--- src/rtl/rv_fetch_pkg.sv ---
`default_nettype none
// +----------------------------------------------------------------------------+
// | Module : rv_fetch_pkg                                                      |
// | Brief  : Shared widths, reset constants and buffer entry type for fetch.   |
// | Rev    : 1.0                                                               |
// +----------------------------------------------------------------------------+
package rv_fetch_pkg;

  localparam int               XLEN      = 32;
  localparam logic [XLEN-1:0]  RESET_PC  = 32'h0000_0000;
  localparam logic [XLEN-1:0]  NOP_INSTR = 32'h0000_0013;

  typedef struct packed {
    logic [XLEN-1:0] pc;
    logic [XLEN-1:0] instr;
  } fetch_entry_t;

endpackage
`default_nettype wire

--- src/rtl/fetch_buffer.sv ---
`default_nettype none
// +----------------------------------------------------------------------------+
// | Module : fetch_buffer                                                      |
// | Brief  : Two-entry in-order {pc, instr} FIFO with flush; head is entry0.   |
// | Rev    : 1.0                                                               |
// +----------------------------------------------------------------------------+
module fetch_buffer
  import rv_fetch_pkg::*;
#(
  parameter fetch_entry_t RESET_ENTRY = '0
) (
  input  logic         clk,
  input  logic         rst_n,
  input  logic         push,
  input  fetch_entry_t push_data,
  input  logic         pop,
  input  logic         flush,
  output logic [1:0]   count,
  output fetch_entry_t head
);

  fetch_entry_t entry0;
  fetch_entry_t entry1;
  logic [1:0]   cnt;
  logic         do_pop;

  assign do_pop = pop & (cnt != 2'd0);
  assign count  = cnt;
  assign head   = entry0;

  // Flush wins over a same-cycle push so a redirect never leaks a stale word.
  always_ff @(posedge clk or negedge rst_n) begin
    if (!rst_n) begin
      entry0 <= RESET_ENTRY;
      entry1 <= RESET_ENTRY;
      cnt    <= 2'd0;
    end else if (flush) begin
      cnt <= 2'd0;
    end else begin
      case ({push, do_pop})
        2'b10: begin
          if (cnt == 2'd0) entry0 <= push_data;
          else             entry1 <= push_data;
          cnt <= cnt + 2'd1;
        end
        2'b01: begin
          entry0 <= entry1;
          cnt    <= cnt - 2'd1;
        end
        2'b11: begin
          if (cnt == 2'd1) begin
            entry0 <= push_data;
          end else begin
            entry0 <= entry1;
            entry1 <= push_data;
          end
        end
        default: ;
      endcase
    end
  end

endmodule
`default_nettype wire

--- src/rtl/fetch_unit.sv ---
`default_nettype none
// +----------------------------------------------------------------------------+
// | Module : fetch_unit                                                        |
// | Brief  : PC owner and imem requester; feeds decode from a 2-entry buffer.  |
// | Rev    : 1.0                                                               |
// +----------------------------------------------------------------------------+
module fetch_unit #(
  parameter int               XLEN      = rv_fetch_pkg::XLEN,
  parameter logic [XLEN-1:0]  RESET_PC  = rv_fetch_pkg::RESET_PC,
  parameter logic [XLEN-1:0]  NOP_INSTR = rv_fetch_pkg::NOP_INSTR
) (
  input  logic            clk,
  input  logic            rst_n,
  output logic            imem_req,
  output logic [XLEN-1:0] imem_addr,
  input  logic            imem_gnt,
  input  logic            imem_rvalid,
  input  logic [XLEN-1:0] imem_rdata,
  input  logic            stall_i,
  input  logic            PCSrc,
  input  logic [XLEN-1:0] imm_ext_i,
  output logic            instr_valid_o,
  output logic [XLEN-1:0] instr_o,
  output logic [XLEN-1:0] pc_o,
  output logic [XLEN-1:0] pc_plus4_o
);

  import rv_fetch_pkg::*;

  logic [XLEN-1:0] fetch_pc;
  logic [XLEN-1:0] tag_pc;
  logic [XLEN-1:0] target_pc;
  logic            outstanding;
  logic            drop;
  logic            fire;
  logic            redirect;
  logic            grant;
  logic            resp;
  logic            push;
  logic [1:0]      count;
  fetch_entry_t    head;
  fetch_entry_t    push_entry;

  assign instr_valid_o = (count != 2'd0);
  assign fire          = instr_valid_o & ~stall_i;
  assign redirect      = fire & PCSrc;

  // Gating with rst_n keeps the request low while reset is held.
  assign imem_req  = rst_n & ~outstanding & ~count[1] & ~redirect;
  assign imem_addr = fetch_pc;
  assign grant     = imem_req & imem_gnt;
  assign resp      = imem_rvalid & outstanding;
  assign push      = resp & ~drop;

  assign target_pc  = (pc_o + imm_ext_i) & ~XLEN'(3);
  assign push_entry = '{pc: tag_pc, instr: imem_rdata};

  assign pc_o       = head.pc;
  assign instr_o    = instr_valid_o ? head.instr : NOP_INSTR;
  assign pc_plus4_o = pc_o + XLEN'(4);

  always_ff @(posedge clk or negedge rst_n) begin
    if (!rst_n) begin
      fetch_pc    <= RESET_PC;
      tag_pc      <= RESET_PC;
      outstanding <= 1'b0;
      drop        <= 1'b0;
    end else begin
      if (grant) begin
        outstanding <= 1'b1;
        tag_pc      <= fetch_pc;
        fetch_pc    <= fetch_pc + XLEN'(4);
      end
      if (resp) begin
        outstanding <= 1'b0;
        if (drop) drop <= 1'b0;
      end
      // A redirect never coincides with a grant because it masks imem_req.
      if (redirect) begin
        fetch_pc <= target_pc;
        drop     <= outstanding & ~imem_rvalid;
      end
    end
  end

  fetch_buffer #(
    .RESET_ENTRY ({RESET_PC, NOP_INSTR})
  ) u_fetch_buffer (
    .clk       (clk),
    .rst_n     (rst_n),
    .push      (push),
    .push_data (push_entry),
    .pop       (fire),
    .flush     (redirect),
    .count     (count),
    .head      (head)
  );

endmodule
`default_nettype wire

--- config.mk ---
export PLATFORM = sky130hd
export DESIGN_NAME = fetch_unit
export DESIGN_NICKNAME = d
export VERILOG_FILES = /design/src/rtl/rv_fetch_pkg.sv /design/src/rtl/fetch_buffer.sv /design/src/rtl/fetch_unit.sv
export SDC_FILE = /design/constraint.sdc
export NUM_CORES = 1
export LEC_CHECK = 0
export ABC_AREA = 1
export CAP_MARGIN = 15
export CORE_MARGIN = 2
export CORE_UTILIZATION = 50
export CTS_CLUSTER_SIZE = 8
export DETAILED_ROUTE_END_ITERATION = 8
export PLACE_DENSITY = 0.78
export SYNTH_ARGS = -nofsm -noshare
export SYNTH_HDL_FRONTEND = slang
export SYNTH_HIERARCHICAL = 1
export SYNTH_SLANG_ARGS = --single-unit
--- constraint.sdc ---
create_clock -name clk -period 2.4 [get_ports clk]
set_input_delay 0.72 -clock clk [delete_from_list [all_inputs] [get_ports clk]]
set_output_delay 0.72 -clock clk [all_outputs]
set_load 0.01 [all_outputs]
==> results.txt <==
----------------------------------------------------
[Drt]
  Detailed-router iteration count before antenna repair ... 7
  Met3 routed wirelength ... approximately 3200 um
  Number of DRC markers in iteration 0 ... between 1000 and 1500
  Uppermost layer routed ... met4
  Detailed Route WL ... between 40000 and 50000 um
  Routed wl met2 ... approximately 20000 um
  Vias after detailed routing ... approximately 14000
  Routed vias/inst ... 5.20
  Wire length on met1 ... roughly 19000 um
  DRC ... 0
  Number of nets with antenna violations after detailed routing ... 0
  Final routed wire length divided by cell count ... between 15 and 20 um

[Setup path]
  Endpoint of the worst-slack reg-to-reg timing path ... u_fetch_buffer/head[41]$_DFFE_PN0P_
  Critical-path maximum fanout ... 4
  Biggest cell delay along the critical path ... ~0.42 ns
  Ordered list of cells on the worst path ... ha_4, nand3_4, nor2_2, nand2_2, nor2_4, nand2_4, nor2_4, nand3_4, nor2_4, nand2_2, xnor2_2, buf_2
  WS Path Type ... reg2out
  CP startpoint kind ... register
  R2R cell count ... 12
  Reg-to-reg startpoint ... u_fetch_buffer/count[0]$_DFFE_PN0P_
  First element of the critical path ... u_fetch_buffer/head[35]$_DFFE_PN0P_
  Category of the worst setup path capture point ... primary output
  Worst endpoint required time ... 1.68 ns
  Stages on worst setup path ... 12
  Cell family with the largest share of critical-path delay ... simple AND/OR/NAND/NOR gates
  Arrival time of data at the critical path endpoint ... 2.29 ns
  Critical path buffers and inverters ... 1
  Most common cell type on the critical path ... sky130_fd_sc_hd__nor2_4
  Worst Setup EP ... pc_plus4_o[28]
  Worst path slowest cell ... sky130_fd_sc_hd__dfrtp_2
  Worst R2R Setup Slack ... ~0.08 ns

[Synth]
  Proportion of netlist area held by the largest area contributor ... 0.360
  Number of synthesized register bits ... 192
  Cell taking the most area after synthesis ... sky130_fd_sc_hd__dfrtp_1
  Synthesized instance count ... approximately 2000
  Number of distinct library cells after synthesis ... 48
  Avg Synthesized Cell Area ... 6.56 um^2
  Cell types with the highest counts after synthesis ... sky130_fd_sc_hd__nand2_1, sky130_fd_sc_hd__inv_1, sky130_fd_sc_hd__nand3_1
  Dominant register cell in the synthesized netlist ... sky130_fd_sc_hd__dfrtp_1
  Most repeated cell in the gate-level netlist after synthesis ... sky130_fd_sc_hd__nand2_1
  Yosys synthesis warning count ... 6
  Mapped Area ... between 10000 and 15000 um^2
  EDFF count, synth ... 0
  Part of the Yosys area used for sequential elements ... 0.372
  Post-synthesis async set-or-reset flop share ... 1.00
  Largest cells by area after synthesis ... sky130_fd_sc_hd__dfrtp_1, sky130_fd_sc_hd__nand2_1, sky130_fd_sc_hd__nand3_1

[Clocking]
  Maximum count of clock buffers along a single path ... 2
  Number of CTS-inserted buffers ... 17
  Clk Tree Root Cell ... sky130_fd_sc_hd__clkbuf_16
  Source-to-sink clock delay at the later pin of the worst-skew pair ... around 0.45 ns
  Clock tree from TritonCTS ... done
  H-tree depth ... 4
  Clock transition at the register clock pins on the worst setup and hold paths after CTS ... about 0.080 ns
  Count of hold-fix buffers inserted at cts ... 0
  TritonCTS sink count ... roughly 190

[Status]
  Violations in the final reports ... negative setup slack
  Status ... complete, but fails checks

[Global routing]
  Maximum number of pins on one net before global-route repair ... ~110
  Vias in the first global route ... 13200
  Number of antenna violations at the first check in global routing ... 0
  Global routing usage summed across all routing layers ... 0.324
  Grt total ovfl ... 0
  Wire length of the first global-routing pass ... a little under 70000 um

[Timing]
  Transition time of the tightest slew-check pin ... 0.992 ns
  Setup WS post-layout ... -0.611 ns
  Worst slew slack as a fraction of its limit ... 0.339
  Setup repair after global routing missed its margin ... yes
  Min Tclk post-route ... 3.01 ns
  Final cycle utilization of the critical path ... 1.25
  Hold Slack ... about 0.21 ns
  Count of endpoints failing hold in the final timing report ... 0
  Post-route setup TNS ... -9.77 ns
  Total of endpoints with negative setup slack in the final report ... 24
  Setup Skew ... roughly 0.017 ns
  Fmax achieved ... ~330 MHz
  Max-slew violation count ... 0

[Layout]
  Antenna fix cells ... 0
  Fill count ... 2119
  Non-filler instance count after layout ... about 2700
  Fraction of layout cells with a size suffix above 1 ... 0.165
  Final-stage net count ... between 2000 and 2500
  Final core occ ... 0.697
  P&R area growth vs syn ... 36.2%

[Placement]
  Final estimated routing congestion in global placement ... 0.987
  Cell Count Post-Placement ... approximately 2600
  Port Buffer Count ... 197
  DPL Wire Length ... 32400 um

[Floorplanning]
  Total number of placement rows ... 58
  Area of the core region ... 25300 um^2
  Area of the die ... around 27000 um^2
  Starting Density ... 0.512
  Ports ... 200
  Die outline height ... between 150 and 200 um
  Die boundary width ... around 160 um

[Hold path]
  Hold crit path type ... in2async

[Power]
  Final Power ... 21600 uW
  Power density cells ... around 1200 nW/um^2
  Reported leakage power ... slightly below 0.01 uW
  Worst supply voltage drop on vdd ... 0.000680 V

[Job]
  Maximum capacitance violations ... 0

----------------------------------------------------
[cells in the final DEF (no fill, tap or decap), drive strengths merged, types with 6 or more instances in the layout]
| cell | n |
|---|---|
| clkdlybuf4s50 | 130 |
| inv | 336 |
| xor2 | 23 |
| xnor2 | 12 |
| dfstp | 6 |
| nand3b | 6 |
| nand4 | 18 |
| clkbuf | 20 |
| conb | 6 |
| clkinv | 10 |
| clkdlybuf4s15 | 7 |
| nor3 | 20 |
| buf | 231 |
| nand3 | 276 |
| nand2 | 704 |
| or2 | 7 |
| nor2 | 140 |
| dfrtp | 186 |
| dlygate4sd2 | 30 |
| o21ai | 53 |
| a21oi | 49 |
| ha | 35 |
[how the worst min path moves through the flow]
stage                                                     from                               endpoint  depth (start not counted)
after floorplan                                          rst_n                       drop$_DFFE_PN0P_                          0
after global placement    u_fetch_buffer/entry1[0]$_DFFE_PN1P_   u_fetch_buffer/entry1[0]$_DFFE_PN1P_                          2
after detailed placement    u_fetch_buffer/head[4]$_DFFE_PN1P_     u_fetch_buffer/head[4]$_DFFE_PN1P_                          2
after CTS                                                rst_n  u_fetch_buffer/entry1[25]$_DFFE_PN0P_                          2
after global routing                                     rst_n  u_fetch_buffer/entry1[25]$_DFFE_PN0P_                          2
final                                                    rst_n    u_fetch_buffer/head[29]$_DFFE_PN0P_                          2
[per-stage QoR]
step,setup slack [ns],area (um^2)
2_1_floorplan,-0.0442,13000
3_3_place_gp,-0.551,16600
3_5_place_dp,-0.571,16600
4_1_cts,-0.676,17300
5_1_grt,-0.733,17600
6_report,-0.611,17600
[cells by family after synthesis]
logic type / share of synthesized area
simple gates: 0.394
buf+inv: 0.126
flops: 0.372
compound gates: 0.0504
xor+xnor: 0.0237
fa+ha+maj: 0.0339
other cells: 0.000290
[routing by layer]
| metal | vias to the layer above | track usage |
|---|---|---|
| li1 | 6775 | - |
| met1 | 6424 | 0.455 |
| met2 | 574 | 0.534 |
| met3 | 61 | 0.0394 |
| met4 | 0 | 0.0866 |
| met5 | - | 0 |
[registers in the layout, indices dropped and copies added (netlist names)]
signal                 count
u_fetch_buffer/head       64
outstanding                1
u_fetch_buffer/count       2
imem_addr                 30
u_fetch_buffer/entry1     64
tag_pc                    30
drop                       1
[power by group]
part | internal, uW | switching (uW) | leakage (uW) | total, uW
logic | 5440 | 7190 | 0.00699 | 12600
registers | 4740 | 1380 | 0.00238 | 6130
clock network | 1430 | 1440 | 0.000293 | 2870
[cell type report]
cell class,instances,area [um^2],area share
Multi-Input combinational cell,1374,6930,0.394
Sequential cell,192,4820,0.274
Timing Repair Buffer,402,3590,0.204
Inverter,332,1250,0.0708
Clock buffer,18,439,0.0249
Tap cell,330,413,0.0235
Clock inverter,14,165,0.00938
[what timing repair did]
| action | CTS | global route |
|---|---|---|
| endpoints found under the setup margin | 64 | 61 |
| pin swaps | 17 | 15 |
| buffers inserted | 14 | 6 |
| cloned | 1 | 0 |
| endpoints found under the hold margin | 0 | 0 |
| gates resized for setup | 173 | 68 |
Note: power is estimated with default switching activity, not from simulation.
